==> src/rtl/fetchie_boot_pkg.sv <==
`default_nettype none
// ---------------------------------------------------------------------------
// fetchie_boot_pkg : shared types and constants for the UART boot loader
// Revision: 1.0
// ---------------------------------------------------------------------------
package fetchie_boot_pkg;

  typedef enum logic [2:0] {
    SYNC    = 3'd0,
    LEN_LO  = 3'd1,
    LEN_HI  = 3'd2,
    DATA_LO = 3'd3,
    DATA_HI = 3'd4,
    DONE    = 3'd5
  } loader_state_t;

  typedef enum logic [2:0] {
    RX_IDLE      = 3'd0,
    RX_START     = 3'd1,
    RX_DATA      = 3'd2,
    RX_STOP      = 3'd3,
    RX_WAIT_HIGH = 3'd4
  } rx_state_t;

  localparam logic [7:0] SYNC_BYTE_DEFAULT = 8'hA5;
  localparam int         BYTES_PER_WORD    = 2;

endpackage
`default_nettype wire

==> src/rtl/uart_rx_core.sv <==
`default_nettype none
// ---------------------------------------------------------------------------
// uart_rx_core : 8N1 UART receiver with start-glitch rejection and stop check
// Revision: 1.0
// ---------------------------------------------------------------------------
module uart_rx_core
  import fetchie_boot_pkg::*;
#(
  parameter int CLKS_PER_BIT = 104
) (
  input  logic       CLK,
  input  logic       RESET_N,
  input  logic       rx,
  output logic [7:0] byte_data,
  output logic       byte_valid,
  output logic       stop_err
);

  localparam int CNT_W = $clog2(CLKS_PER_BIT);
  localparam logic [CNT_W-1:0] c_half_cnt = CNT_W'(CLKS_PER_BIT / 2 - 1);
  localparam logic [CNT_W-1:0] c_full_cnt = CNT_W'(CLKS_PER_BIT - 1);

  logic             r_rx_meta;
  logic             r_rx_sync;
  rx_state_t        r_state;
  logic [CNT_W-1:0] r_cnt;
  logic [2:0]       r_bit_idx;
  logic [7:0]       r_shift;
  logic             r_byte_valid;
  logic             r_stop_err;

  rx_state_t        w_state_nxt;
  logic [CNT_W-1:0] w_cnt_nxt;
  logic [2:0]       w_bit_idx_nxt;
  logic [7:0]       w_shift_nxt;
  logic             w_valid_nxt;
  logic             w_err_nxt;

  always_ff @(posedge CLK or negedge RESET_N) begin
    if (!RESET_N) begin
      r_rx_meta    <= 1'b1;
      r_rx_sync    <= 1'b1;
      r_state      <= RX_IDLE;
      r_cnt        <= '0;
      r_bit_idx    <= '0;
      r_shift      <= '0;
      r_byte_valid <= 1'b0;
      r_stop_err   <= 1'b0;
    end else begin
      r_rx_meta    <= rx;
      r_rx_sync    <= r_rx_meta;
      r_state      <= w_state_nxt;
      r_cnt        <= w_cnt_nxt;
      r_bit_idx    <= w_bit_idx_nxt;
      r_shift      <= w_shift_nxt;
      r_byte_valid <= w_valid_nxt;
      r_stop_err   <= w_err_nxt;
    end
  end

  // Start bit is checked half a bit in; every later sample lands mid-bit.
  always_comb begin
    w_state_nxt   = r_state;
    w_cnt_nxt     = r_cnt + 1'b1;
    w_bit_idx_nxt = r_bit_idx;
    w_shift_nxt   = r_shift;
    w_valid_nxt   = 1'b0;
    w_err_nxt     = 1'b0;
    case (r_state)
      RX_IDLE: begin
        w_cnt_nxt = '0;
        if (!r_rx_sync) w_state_nxt = RX_START;
      end
      RX_START: begin
        if (r_cnt == c_half_cnt) begin
          w_cnt_nxt     = '0;
          w_bit_idx_nxt = '0;
          w_state_nxt   = r_rx_sync ? RX_IDLE : RX_DATA;
        end
      end
      RX_DATA: begin
        if (r_cnt == c_full_cnt) begin
          w_cnt_nxt     = '0;
          w_shift_nxt   = {r_rx_sync, r_shift[7:1]};
          w_bit_idx_nxt = r_bit_idx + 3'd1;
          if (r_bit_idx == 3'd7) w_state_nxt = RX_STOP;
        end
      end
      RX_STOP: begin
        if (r_cnt == c_full_cnt) begin
          w_cnt_nxt = '0;
          if (r_rx_sync) begin
            w_valid_nxt = 1'b1;
            w_state_nxt = RX_IDLE;
          end else begin
            w_err_nxt   = 1'b1;
            w_state_nxt = RX_WAIT_HIGH;
          end
        end
      end
      RX_WAIT_HIGH: begin
        w_cnt_nxt = '0;
        if (r_rx_sync) w_state_nxt = RX_IDLE;
      end
      default: w_state_nxt = RX_IDLE;
    endcase
  end

  assign byte_data  = r_shift;
  assign byte_valid = r_byte_valid;
  assign stop_err   = r_stop_err;

endmodule
`default_nettype wire

==> src/rtl/uart_boot_loader.sv <==
`default_nettype none
// ---------------------------------------------------------------------------
// uart_boot_loader : loads a length-prefixed image from UART into SPRAM
// Revision: 1.0
// ---------------------------------------------------------------------------
module uart_boot_loader
  import fetchie_boot_pkg::*;
#(
  parameter int         CLKS_PER_BIT = 104,
  parameter int         ADDR_WIDTH   = 15,
  parameter int         DATA_WIDTH   = 16,
  parameter logic [7:0] SYNC_BYTE    = SYNC_BYTE_DEFAULT
) (
  input  logic                  CLK,
  input  logic                  RESET_N,
  input  logic                  rx,
  output logic                  ram_wen,
  output logic [ADDR_WIDTH-1:0] ram_addr,
  output logic [DATA_WIDTH-1:0] ram_wdata,
  output logic                  cpu_reset_n,
  output logic                  busy,
  output logic                  done,
  output logic                  frame_err
);

  localparam logic [32:0] c_max_words = 33'd1 << ADDR_WIDTH;

  logic [7:0] w_byte_data;
  logic       w_byte_valid;
  logic       w_stop_err;

  uart_rx_core #(
    .CLKS_PER_BIT(CLKS_PER_BIT)
  ) u_rx (
    .CLK       (CLK),
    .RESET_N   (RESET_N),
    .rx        (rx),
    .byte_data (w_byte_data),
    .byte_valid(w_byte_valid),
    .stop_err  (w_stop_err)
  );

  loader_state_t         r_state;
  logic [7:0]            r_len_lo;
  logic [15:0]           r_remaining;
  logic [7:0]            r_lo_byte;
  logic [ADDR_WIDTH-1:0] r_addr;
  logic [DATA_WIDTH-1:0] r_wdata;
  logic                  r_wen;
  logic                  r_busy;
  logic                  r_err;
  logic                  r_cpu_reset_n;

  loader_state_t         w_state_nxt;
  logic [7:0]            w_len_lo_nxt;
  logic [15:0]           w_remaining_nxt;
  logic [7:0]            w_lo_byte_nxt;
  logic [ADDR_WIDTH-1:0] w_addr_nxt;
  logic [DATA_WIDTH-1:0] w_wdata_nxt;
  logic                  w_wen_nxt;
  logic                  w_busy_nxt;
  logic                  w_err_nxt;
  logic [15:0]           w_len;
  logic                  w_in_frame;

  assign w_len      = {w_byte_data, r_len_lo};
  assign w_in_frame = (r_state == LEN_LO) || (r_state == LEN_HI) ||
                      (r_state == DATA_LO) || (r_state == DATA_HI);

  always_ff @(posedge CLK or negedge RESET_N) begin
    if (!RESET_N) begin
      r_state       <= SYNC;
      r_len_lo      <= '0;
      r_remaining   <= '0;
      r_lo_byte     <= '0;
      r_addr        <= '0;
      r_wdata       <= '0;
      r_wen         <= 1'b0;
      r_busy        <= 1'b0;
      r_err         <= 1'b0;
      r_cpu_reset_n <= 1'b0;
    end else begin
      r_state       <= w_state_nxt;
      r_len_lo      <= w_len_lo_nxt;
      r_remaining   <= w_remaining_nxt;
      r_lo_byte     <= w_lo_byte_nxt;
      r_addr        <= w_addr_nxt;
      r_wdata       <= w_wdata_nxt;
      r_wen         <= w_wen_nxt;
      r_busy        <= w_busy_nxt;
      r_err         <= w_err_nxt;
      r_cpu_reset_n <= (r_state == DONE);
    end
  end

  always_comb begin
    w_state_nxt     = r_state;
    w_len_lo_nxt    = r_len_lo;
    w_remaining_nxt = r_remaining;
    w_lo_byte_nxt   = r_lo_byte;
    // Address advances the cycle after each write pulse, so it is stable during it.
    w_addr_nxt      = r_wen ? r_addr + 1'b1 : r_addr;
    w_wdata_nxt     = r_wdata;
    w_wen_nxt       = 1'b0;
    w_busy_nxt      = r_busy;
    w_err_nxt       = r_err;
    if (w_stop_err) begin
      w_err_nxt = 1'b1;
      if (w_in_frame) begin
        w_busy_nxt  = 1'b0;
        w_state_nxt = SYNC;
      end
    end else if (w_byte_valid) begin
      case (r_state)
        SYNC: begin
          if (w_byte_data == SYNC_BYTE) begin
            w_busy_nxt  = 1'b1;
            w_state_nxt = LEN_LO;
          end
        end
        LEN_LO: begin
          w_len_lo_nxt = w_byte_data;
          w_state_nxt  = LEN_HI;
        end
        LEN_HI: begin
          if (w_len == 16'd0) begin
            w_busy_nxt  = 1'b0;
            w_state_nxt = DONE;
          end else if ({17'd0, w_len} > c_max_words) begin
            w_err_nxt   = 1'b1;
            w_busy_nxt  = 1'b0;
            w_state_nxt = SYNC;
          end else begin
            w_remaining_nxt = w_len;
            w_addr_nxt      = '0;
            w_state_nxt     = DATA_LO;
          end
        end
        DATA_LO: begin
          w_lo_byte_nxt = w_byte_data;
          w_state_nxt   = DATA_HI;
        end
        DATA_HI: begin
          w_wdata_nxt     = {w_byte_data, r_lo_byte};
          w_wen_nxt       = 1'b1;
          w_remaining_nxt = r_remaining - 16'd1;
          if (r_remaining == 16'd1) begin
            w_busy_nxt  = 1'b0;
            w_state_nxt = DONE;
          end else begin
            w_state_nxt = DATA_LO;
          end
        end
        default: ;
      endcase
    end
  end

  assign ram_wen     = r_wen;
  assign ram_addr    = r_addr;
  assign ram_wdata   = r_wdata;
  assign cpu_reset_n = r_cpu_reset_n;
  assign busy        = r_busy;
  assign done        = (r_state == DONE);
  assign frame_err   = r_err;

endmodule
`default_nettype wire

==> config.mk <==
export PLATFORM = sky130hd
export DESIGN_NAME = uart_boot_loader
export DESIGN_NICKNAME = d
export VERILOG_FILES = /design/src/rtl/fetchie_boot_pkg.sv /design/src/rtl/uart_rx_core.sv /design/src/rtl/uart_boot_loader.sv
export SDC_FILE = /design/constraint.sdc
export NUM_CORES = 1
export LEC_CHECK = 0
export CAP_MARGIN = 10
export CORE_MARGIN = 2
export CORE_UTILIZATION = 55
export CTS_BUF_LIST = sky130_fd_sc_hd__clkbuf_4
export DETAILED_ROUTE_END_ITERATION = 12
export PLACE_DENSITY_LB_ADDON = 0.08
export SLEW_MARGIN = 20
export SYNTH_ARGS = -nofsm -noshare
export SYNTH_HDL_FRONTEND = slang
export SYNTH_SLANG_ARGS = --single-unit
==> constraint.sdc <==
create_clock -name CLK -period 6.5 [get_ports CLK]
set_input_delay 0.65 -clock CLK [delete_from_list [all_inputs] [get_ports CLK]]
set_output_delay 0.65 -clock CLK [all_outputs]
set_load 0.02 [all_outputs]
After elaboration in Yosys (flattened, before gate mapping)
Cells that the tools add are included.
Cells by class
  add/sub/neg operators: 4
  magnitude comparators: 1
  equal/unequal tests: 27
  muxes and demuxes: 54
  bitwise gates (word level): 1
  reduce and logical (&&, ||, !) cells: 25
Operators with widths (number)
  15-bit 2-to-1 mux: 6
  3-bit 2-to-1 mux: 15
  16-bit 2-to-1 mux: 2
  16-bit case mux with 2 select lines: 1
  3-bit case mux with 5 select lines: 2
  1-bit 2-to-1 mux: 21
  7-bit case mux with 3 select lines: 1
  16-bit by 1-bit == test with 1-bit output (second input constant): 1
  16-bit greater-than comparator (second input constant): 1
  16-bit logical NOT: 1
  16-bit by 1-bit subtractor with 16-bit output (second input constant): 1
  15-bit by 1-bit adder with 15-bit output (second input constant): 1
  7-bit 2-to-1 mux: 2
  3-bit by 2-bit == test with 1-bit output (second input constant): 4
  3-bit == test (second input constant): 4
  2-bit by 1-bit inequality test with 1-bit output (second input constant): 6
  3-bit AND reduction: 4
  6-bit AND reduction: 2
  2-bit nonzero test: 5
  8-bit == test (second input constant): 1
  2-bit inequality test (second input constant): 4
  4-bit AND reduction: 2
  7-bit by 1-bit adder with 7-bit output (second input constant): 1
  7-bit by 6-bit == test with 1-bit output (second input constant): 1
  other kinds (17): 23
Word-level totals
  flip-flop bits (word level): 95
  input bits: 3

Longest topological paths before layout
Gate-level depths: netlist of the first run.
  depth in word-level cells: 7
  depth in mapped cells: 9
  mapped depth without buffers: 7

Hierarchy
Synthesis of the first run repeated with hierarchy kept, for this count alone.
Second synthesis, totals
  cell total of the unflattened synthesis: 441
  area, all modules: 4613.2 sq um
Modules (own cells, without submodules)
  uart_boot_loader: instances 1, cells each 347, area an instance 3418.3 sq um, seq. area each 1751.7 sq um
  uart_rx_core: instances 1, cells each 94, area an instance 1194.9 sq um, seq. area each 628.1 sq um

Least setup slack after synthesis of the first run
Ideal clock, no wire load.
  path kind: register to register
  start: register r_remaining[1]
  end: register r_busy, in the netlist busy
  arrival: 2.050 ns
  data required time: 6.374 ns
  slack: 4.324 ns
  cell stages (with the launch flop): 8
  buffers on the path: 0
  period minus slack after synthesis: 2.176 ns
  cell sequence: dfrtp_1 inv_1 ha_1 or4b_2 or4_4 nor2_2 o21ai_1 a311o_1
On the way
  cells in the longest elaborated chain, start to end: 3
RTL lines
  start, declared: RTL line uart_boot_loader.sv:45  | logic [15:0] r_remaining;
  start signal, assigned: RTL line uart_boot_loader.sv:85  | r_remaining <= w_remaining_nxt;
  16-bit by 1-bit == test with 1-bit output: RTL line uart_boot_loader.sv:147  | if (r_remaining == 16'd1) begin
  3-bit by 1-bit inequality test with 1-bit output (no line)
  6-bit AND reduction (no line)
  end signal, assigned: RTL line uart_boot_loader.sv:90  | r_busy <= w_busy_nxt;
  end, declared: RTL line uart_boot_loader.sv:50  | logic r_busy;
No other way between the ends.
A chain may end at the register's enable or synchronous reset.

Worst setup path in the final report of the first run
  start: register r_state[2]
  end: register r_remaining[3]
On the way
  cells in the longest elaborated chain, start to end: 3
RTL lines
  start, declared: RTL line uart_boot_loader.sv:43  | loader_state_t r_state;
  start signal, assigned: RTL line uart_boot_loader.sv:83  | r_state <= w_state_nxt;
  3-bit by 2-bit == test with 1-bit output or 3-bit == test (tied branches): RTL line uart_boot_loader.sv:114  | case (r_state)
  2-bit inequality test (no line) or 2-bit nonzero test (tied branches)
  5-bit AND reduction (no line)
Several ways; a longest one is shown, not always the timed one.

==> results.toml, run 1 <==
[status]
status = "complete, no violations"

[synth]
netlist_area_um2 = 4510
synth.distinct_cells = 70
dominantRegCellSynth = "dfrtp_1"
synth.most_common_cell = "dfrtp_1"
synthArstFlopShare_pct = 100
yosysTopAreaCell = "dfrtp_1"
syn_inst = 443
synth_area_per_cell_um2 = 10.2
yosys_warnings = 0
ys_top_cells_by_count = "dfrtp_1, nand2_1, nor2_1"
synth.top_cell.area_share_pct = 51.6
synth_edf_count = 0
seq_area_frac_synth_pct = 52.7
synth-seq-cells = 95
synth_top_cells_by_area = "dfrtp_1, nand2_1, mux2_1"
synth_nets = 452

[timing]
hold_violations = 0
fin_worst_skew_ns = 0.0224
fin_crit_sh_pct = 44.0
relSlewSlack_pct = 43.9
rsz0062_at_grt = "no"
drv_slew = 0
setup_viol = 0
fmax_mhz = 350
worstMarginPinSlew_ns = 0.841
holdWs_ns = 0.182
tns_ns = 0
min_period_ns = 2.86

[final_layout]
areaGrowthSynthToFinish_pct = 12.4
fin_nets = 480
diodes = 0
fill_cells = 691
drive_above_1_share_pct = 9.87
layout.cells.non_filler = 581

[cts]
insertion_delay_ns = 0.43
cts_tree = "built"
cts_max_level = 3
numCtsBuffers = 9
clk_pin_slew_ns = 0.16
clock_path_buffers = 2
cts_sinks = 95
cts-root-buf = "clkbuf_4"
post_cts_resized = 0
cts_setup_buffers = 0
hold_buffers = 0

[critical_path]
startpoint_type = "register"
path_max_fanout = 24
path_cells = "nor3b_2 > nand2_1 > inv_2 > nand4_1 > a311o_1"
critical_path_class = "reg -> reg"
required_ns = 6.83
crit_buf_inv = 1
crit_path_end_kind = "register"
slowest_stage = "nand2_1"
arrival_ns = 3.19
max_stage_delay_ns = 0.61
crit_family = "simple AND/OR/NAND/NOR gates"

[global_routing]
overflow = 0
grt_max_degree = 55
gr-usage-all-layers_pct = 22.5
grt_util_met3_pct = 3.67
grt_pass1_vias = 3221
grt_antenna_before_repair = 0
top_usage_layer = "met2"
grt_util_met2_pct = 35.2
grt_pass1_wl_mm = 15.7
use_met1_pct = 32.1

[power]
power_density_nw_per_um2 = 184
ir_drop_mv = 0.135
leakage_nw = 2.34

[routing]
drt-pass1-iter-count = 5
vias = 3391
via_per_inst = 5.84
drc_errors = 0
wl_per_cell_um = 16.1
drt-total-wl_mm = 9.33
ant_nets = 0
drtIter0Drc = 369

[worst_hold_path]
hold_class = "in -> async"

[floorplan]
rows = 33
start_util_pct = 55.8
die_h_um = 94.6
core_area_um2 = 8090
die-width_um = 94.6
fp.dieArea_um2 = 8950
ioPinCount = 39

[placed_design]
dp_cells = 565
port-buffer-count = 38
dp_hpwl_mm = 6.33
gp_congestion = 0.808

[run]
drv_cap = 0
==> layout by cell type (no fill, tap or decap), types with 12 or more instances in the layout <==
master	n
a21oi_1	14
clkdlybuf4s50_1	37
dfrtp_1	93
inv_1	14
mux2_1	14
nand2_1	66
nand3_1	12
nor2_1	42
nor3_1	15
==> flip-flops by register name (all words and copies together) (netlist names), 3 cells and up <==
name / flops
r_len_lo: 8
r_lo_byte: 8
r_remaining: 16
r_state: 3
ram_addr: 15
ram_wdata: 16
u_rx.byte_data: 8
u_rx.r_bit_idx: 3
u_rx.r_cnt: 7
u_rx.r_state: 3
==> kinds of logic after synthesis <==
kind of cell	count (synthesis)	share of synthesized area (%)
buf+inv	40	3.94
fa+ha+maj	6	1.66
flops	95	52.7
xor+xnor	18	3.49
simple gates	184	20.4
mux	25	6.15
compound gates	75	11.6
==> layer usage <==
metal  vias up  wire [um]
met5         -          0
met4         0        163
met3        15        430
met2        94       4290
met1      1663       4440
li1       1619          -
==> where the power goes <==
group | leakage [nW] | internal (mW) | total (mW) | switching (mW)
sequential | 1.31 | 0.592 | 0.593 | 0.000368
clock | 0.0765 | 0.122 | 0.329 | 0.206
combinational | 0.954 | 0.00136 | 0.0129 | 0.0116
==> worst paths after layout <==
kind	from	slack (ns)	depth (start not counted)	to
max	r_state[2]$_DFFE_PN0P_	3.64	5	r_remaining[3]$_DFFE_PN0P_
max in group asynchronous	RESET_N	5.24	2	u_rx.byte_data[6]$_DFFE_PN0P_
max reg2reg	r_state[2]$_DFFE_PN0P_	3.64	5	r_remaining[3]$_DFFE_PN0P_
min	RESET_N	0.18	1	r_remaining[0]$_DFFE_PN0P_
min reg2reg	u_rx.r_rx_meta$_DFF_PN1_	0.37	0	u_rx.r_rx_sync$_DFF_PN1_
min in group CLK	u_rx.r_rx_meta$_DFF_PN1_	0.37	0	u_rx.r_rx_sync$_DFF_PN1_
==> final cells by class <==
class                      instances  area, um2  area share (%)
tap                              105        131            2.59
inverter                          16       60.1            1.18
multi-input combinational        308       1960            38.6
clock buffer                       9       67.6            1.33
timing repair buffer              41        400            7.89
clock inverter                     7       78.8            1.55
sequential                        95       2380            46.9
==> per-stage QoR <==
stage	util (%)	cell area [um2]	setup slack (ns)	total power, mW
after global placement	60.9	4930	3.66	0.617
after CTS	62.7	5070	3.56	0.944
after floorplan	-	4510	4.32	0.604
after global routing	62.7	5070	3.35	0.975
final	62.7	5070	3.64	0.934
after detailed placement	60.9	4930	3.60	0.618
(Power assumes the default switching activity.)
==> run 2, diff against run 1 <==
- clock period: 6.5 -> 2.77 ns (I/O delays scaled with it)
==> results.toml, run 2 (synthesis results as in run 1) <==
[status]
status = "complete, no violations"

[global_routing]
grt_pass1_wl_mm = 16.6
grt_max_degree = 51
gr-usage-all-layers_pct = 24.0
overflow = 0
grt_antenna_before_repair = 0
grt_pass1_vias = 3419

[final_layout]
areaGrowthSynthToFinish_pct = 14.0
diodes = 0
layout_commonest_cell = "dfrtp_1"
fin_nets = 490
final_cell_mix = "dfrtp_1, nand2_1, nor2_1, clkdlybuf4s50_1, nor3_1"
drive_above_1_share_pct = 11.7

[worst_hold_path]
hold_class = "in -> reg"
hold_end = "u_rx.r_rx_meta$_DFF_PN1_"
holdPathStages = 1
worstHoldStart = "rx"

[timing]
relSlewSlack_pct = 56.3
drv_slew = 0
setup_viol = 0
tns_ns = 0
fin_worst_skew_ns = 0.0166
hold_violations = 0
min_period_ns = 2.38
fmax_mhz = 420
holdWs_ns = 0.219
fin_crit_sh_pct = 85.9
worstMarginPinSlew_ns = 0.646
rsz0062_at_grt = "no"

[floorplan]
start_util_pct = 55.8
fp.dieArea_um2 = 8950
ioPinCount = 39
die_h_um = 94.6
core_area_um2 = 8090
die-width_um = 94.6
rows = 33

[routing]
drt-total-wl_mm = 9.88
vias = 3477
wl_per_cell_um = 16.7
drt-pass1-iter-count = 4
drc_errors = 0
via_per_inst = 5.88
ant_nets = 0
drtIter0Drc = 255

[critical_path]
required_ns = 3.15
arrival_ns = 2.76
startpoint_type = "register"
worstReg2RegEnd = "r_remaining[9]$_DFFE_PN0P_"
path_max_fanout = 16
crit_path_end_kind = "register"
reg2reg_from = "u_rx.byte_data[3]$_DFFE_PN0P_"
cp-startpoint = "u_rx.byte_data[3]$_DFFE_PN0P_"
worstRegToRegCells = 6
r2r_setup_slack_ns = 0.39
critical_path_class = "reg -> reg"

[power]
p_switching_mw = 0.487
power_frac_comb_pct = 1.5
ir_drop_mv = 0.263
leakage_nw = 2.39
netSwitchingFraction_pct = 22.3
power_density_nw_per_um2 = 423
power.internal_mw = 1.69
power_frac_seq_pct = 63.8
clkPwrFrac_pct = 34.6

[cts]
clock_path_buffers = 2
insertion_delay_ns = 0.45
cts_sinks = 95
cts_max_level = 3
numCtsBuffers = 9
post_cts_resized = 0
cts_tree = "built"
clk_pin_slew_ns = 0.15
cts-root-buf = "clkbuf_4"

[run]
drv_cap = 0

[placed_design]
port-buffer-count = 38
dp_hpwl_mm = 6.84
gp_congestion = 0.896
[run 2: critical path: stages (launching register included)]
cell	delay, ns
dfrtp_1	0.54
nor4_4	0.42
a41oi_1	0.26
a311o_2	0.54
nor2_2	0.17
buf_4	0.23
o32a_1	0.17
[run 2: final cells by class]
class                   instances  area (um2)
clock inverters                 5        56.3
clock buffers                  11        82.6
repair buffers                 51         478
inverters                      16        60.1
fillers                       714        2950
flip-flops and latches         95        2380
multi-input cells             308        1960
well taps                     105         131
[run 2: layer usage]
metal	global-route usage (%)	routed length (um)	part of all wire, %	vias to the layer above
met4	8.82	151	1.5	0
li1	-	-	-	1645
met1	34.3	4600	47	1717
met3	3.99	461	4.7	17
met2	37.1	4670	47	98
met5	0	0	0	-
[run 2: worst max path at each step]
stage	endpoint	slack, ns	cells past startpoint
after CTS	done	0.39	2
final	r_remaining[9]$_DFFE_PN0P_	0.39	6
after global routing	u_rx.r_cnt[5]$_DFF_PN0_	0.25	6
after global placement	busy$_DFFE_PN0P_	0.46	7
after detailed placement	busy$_DFFE_PN0P_	0.44	7
after floorplan	busy$_DFFE_PN0P_	0.59	7
[run 2: what timing repair did]
| item | 4_1_cts | 5_1_grt |
|---|---|---|
| hold endpoints to repair | 45 | 0 |
| setup buffers | 0 | 0 |
| hold buffers | 1 | 0 |
[run 2: per-stage QoR]
stage               instance area (um2)  instances  utilization (%)  total power, mW  setup WS (ns)
detailed placement                 5000        574             61.7             1.45          0.437
CTS                                5140        591             63.6             2.20          0.388
floorplan                          4510        443                -             1.42          0.594
finish                             5140        591             63.6             2.18          0.392
global placement                   5000        574             61.7             1.45          0.458
global route                       5140        591             63.6             2.27          0.255
[run 2: power by group through the flow]
stage / combinational (mW) / sequential (mW) / clock, mW
3_5_place_dp: 0.0353 / 1.42 / 0
3_3_place_gp: 0.0345 / 1.42 / 0
4_1_cts: 0.0363 / 1.39 / 0.777
6_report: 0.0337 / 1.39 / 0.754
5_1_grt: 0.0407 / 1.39 / 0.842
2_1_floorplan: 0.000729 / 1.42 / 0
==> run 3, diff against run 2 <==
- SKIP_LAST_GASP: not set -> 1
==> results of run 3 <==
Final layout, timing and power as in run 2 (identical DEF).
==> RTL change: new RTL, settings of run 1 <==
The output `cpu_reset_n` loses its register stage (`r_cpu_reset_n` becomes a continuous assignment).
--- a/src/rtl/uart_boot_loader.sv
+++ b/src/rtl/uart_boot_loader.sv
@@ -79,5 +79,4 @@
       r_busy        <= 1'b0;
       r_err         <= 1'b0;
-      r_cpu_reset_n <= 1'b0;
     end else begin
       r_state       <= w_state_nxt;
@@ -90,7 +89,8 @@
       r_busy        <= w_busy_nxt;
       r_err         <= w_err_nxt;
-      r_cpu_reset_n <= (r_state == DONE);
     end
   end
+
+  assign r_cpu_reset_n = (r_state == DONE);
 
   always_comb begin
Behaviour: no difference found for any inputs over 10 cycles, from zero or initial values and one cycle with RESET_N low; that may be too few to reach the edited logic, so the function may still have changed.
==> RTL change against run 1 <==
Sequential cell count decreased by 1; worst hold slack got worse by 120 ps; power decreased by 3.9%; design area decreased by 0.94%; global-route usage increased by 0.92 points; count of clock-buffer cells in the layout increased by 1; routed wire length increased by 2.8%; setup slack got worse by 130 ps; first-iteration DRC count decreased by 60%; synthesized area decreased by 0.39%; largest power group unchanged.
==> RTL change: results (changes against run 1) <==
| Metric | Value |
|---|---|
| Status | completed |
| Maximum fanout along the worst path | 24 (unchanged) |
| Initial antenna violation count | 0 (unchanged) |
| Reg clk slew, reported paths | 170 ps |
| Max stage delay cell, worst path | nand2_1 |
| Max VDD drop | 122 µV (-9.9%) |
| Mapped Nets | 452 (unchanged) |
| Pleak | 2.31 nW (-1.1%) |
| Crit path arrival time | 3330 ps (+140 ps) |
| Clock Path Buffers | 2 (unchanged) |
| Initial DRT Pass Iterations | 4 (-1) |
| Vias | 3389 (-0.059%) |
| Worst slack at placement | 3560 ps (-41.0 ps) |
| Seq/Total Area, Yosys | 0.524 (-0.00351) |
| Nets | 479 (-0.21%) |
| Crit path largest cell delay | 660 ps (+50 ps) |
| Via count of the first global-routing pass | 3263 (+1.3%) |
| Largest net degree at the start of global routing | 70 (+27%) |
| DP HPWL | 6600 µm (+4.1%) |
| Worst-Skew Late Latency | 450 ps (+20 ps) |
| Antenna cells | 0 (unchanged) |
| Port bufs | 38 (unchanged) |
| Final wirelength | 9590 µm (+2.8%) |
| Initial DRC Count | 146 (-60%) |
| Post-CTS sizing | 0 (unchanged) |
| Worst R2R Start | r_state[2]$_DFFE_PN0P_ |
| Slew headroom | 0.428 (-0.0104) |
| Clock buffer count from CTS | 9 (unchanged) |
| First-pass GRT wire length | 16100 µm (+2.4%) |
| Final RePlAce weighted congestion | 0.869 (+7.6%) |
| P_int | 0.000677 W (-5.5%) |
| Setup Skew | 28.5 ps (+6.08 ps) |
| Total track usage | 0.234 (+0.00917) |
| Layout cells sized above 1 | 0.101 (+0.00231) |
| Top cells by area, synth | dfrtp_1 (51%), nand2_1 (5.5%), mux2_1 (3.5%) |
| Post-synth top cells | dfrtp_1 (92), nand2_1 (66), nor2_1 (42) |
[RTL change: cell types whose count changed after synthesis, sizes merged]
cell,delta
dfrtp,-1
buf,+1
[RTL change: logic make-up after synthesis]
logic type / after synthesis / synth area share
AND/OR/NAND/NOR: 184 / 0.205
flip-flops: 94 / 0.524
AO/OA/AOI/OAI: 75 / 0.117
buffers and inverters: 41 / 0.0412
multiplexers: 25 / 0.0618
XOR/XNOR: 18 / 0.0351
adder cells (fa/ha/maj): 6 / 0.0167
[RTL change: worst max-delay path: cells and delay by family (launching register included)]
kind                   cells  cell delay, ps
AOI/OAI and AO/OA          1             370
buffers and inverters      1             540
DFF                        1             560
and+or+nand+nor            3            1410
[RTL change: area by class of cell]
type                       instances  area, µm²
timing repair buffer              41        400
multi-input combinational        308       1960
tap                              102        128
sequential                        94       2350
clock inverter                     6       52.6
clock buffer                      10       75.1
fill                             674       2780
inverter                          16       60.1
[RTL change: final timing paths]
| check | end | slack, ps | cells past startpoint |
|---|---|---|---|
| setup / recovery | r_remaining[3]$_DFFE_PN0P_ | 3510 | 5 |
| hold / removal | ram_wdata[2]$_DFFE_PN0P_ | 70 | 1 |
| setup reg to reg | r_remaining[3]$_DFFE_PN0P_ | 3510 | 5 |
| hold reg to reg | u_rx.r_rx_sync$_DFF_PN1_ | 370 | 0 |
| max in group asynchronous | r_lo_byte[3]$_DFFE_PN0P_ | 5270 | 2 |
| min in group CLK | u_rx.r_rx_sync$_DFF_PN1_ | 370 | 0 |
[RTL change: stage by stage]
step | util | hold slack [ps] | instances | cell area [µm²]
after floorplan | - | 345 | 443 | 4500
after global placement | 0.628 | 349 | 561 | 4900
after detailed placement | 0.628 | 348 | 561 | 4900
after CTS | 0.644 | 62.7 | 577 | 5030
after global routing | 0.644 | 59.1 | 577 | 5030
final | 0.644 | 65.8 | 577 | 5030
[RTL change: power by group through the flow]
| stage | registers [W] | logic (W) | clock network [W] |
|---|---|---|---|
| 6_report | 0.000587 | 0.0000127 | 0.000299 |
| 3_3_place_gp | 0.000597 | 0.0000136 | 0 |
| 5_1_grt | 0.000587 | 0.0000153 | 0.000329 |
| 2_1_floorplan | 0.000597 | 0.000000311 | 0 |
| 3_5_place_dp | 0.000597 | 0.0000138 | 0 |
| 4_1_cts | 0.000587 | 0.0000137 | 0.000305 |
[RTL change: layer usage]
metal	global-route usage	vias to the layer above	part of all wire
met3	0.0455	10	0.047
met5	0	-	0
met1	0.329	1655	0.46
met2	0.373	97	0.48
met4	0.0688	0	0.013
li1	-	1627	-
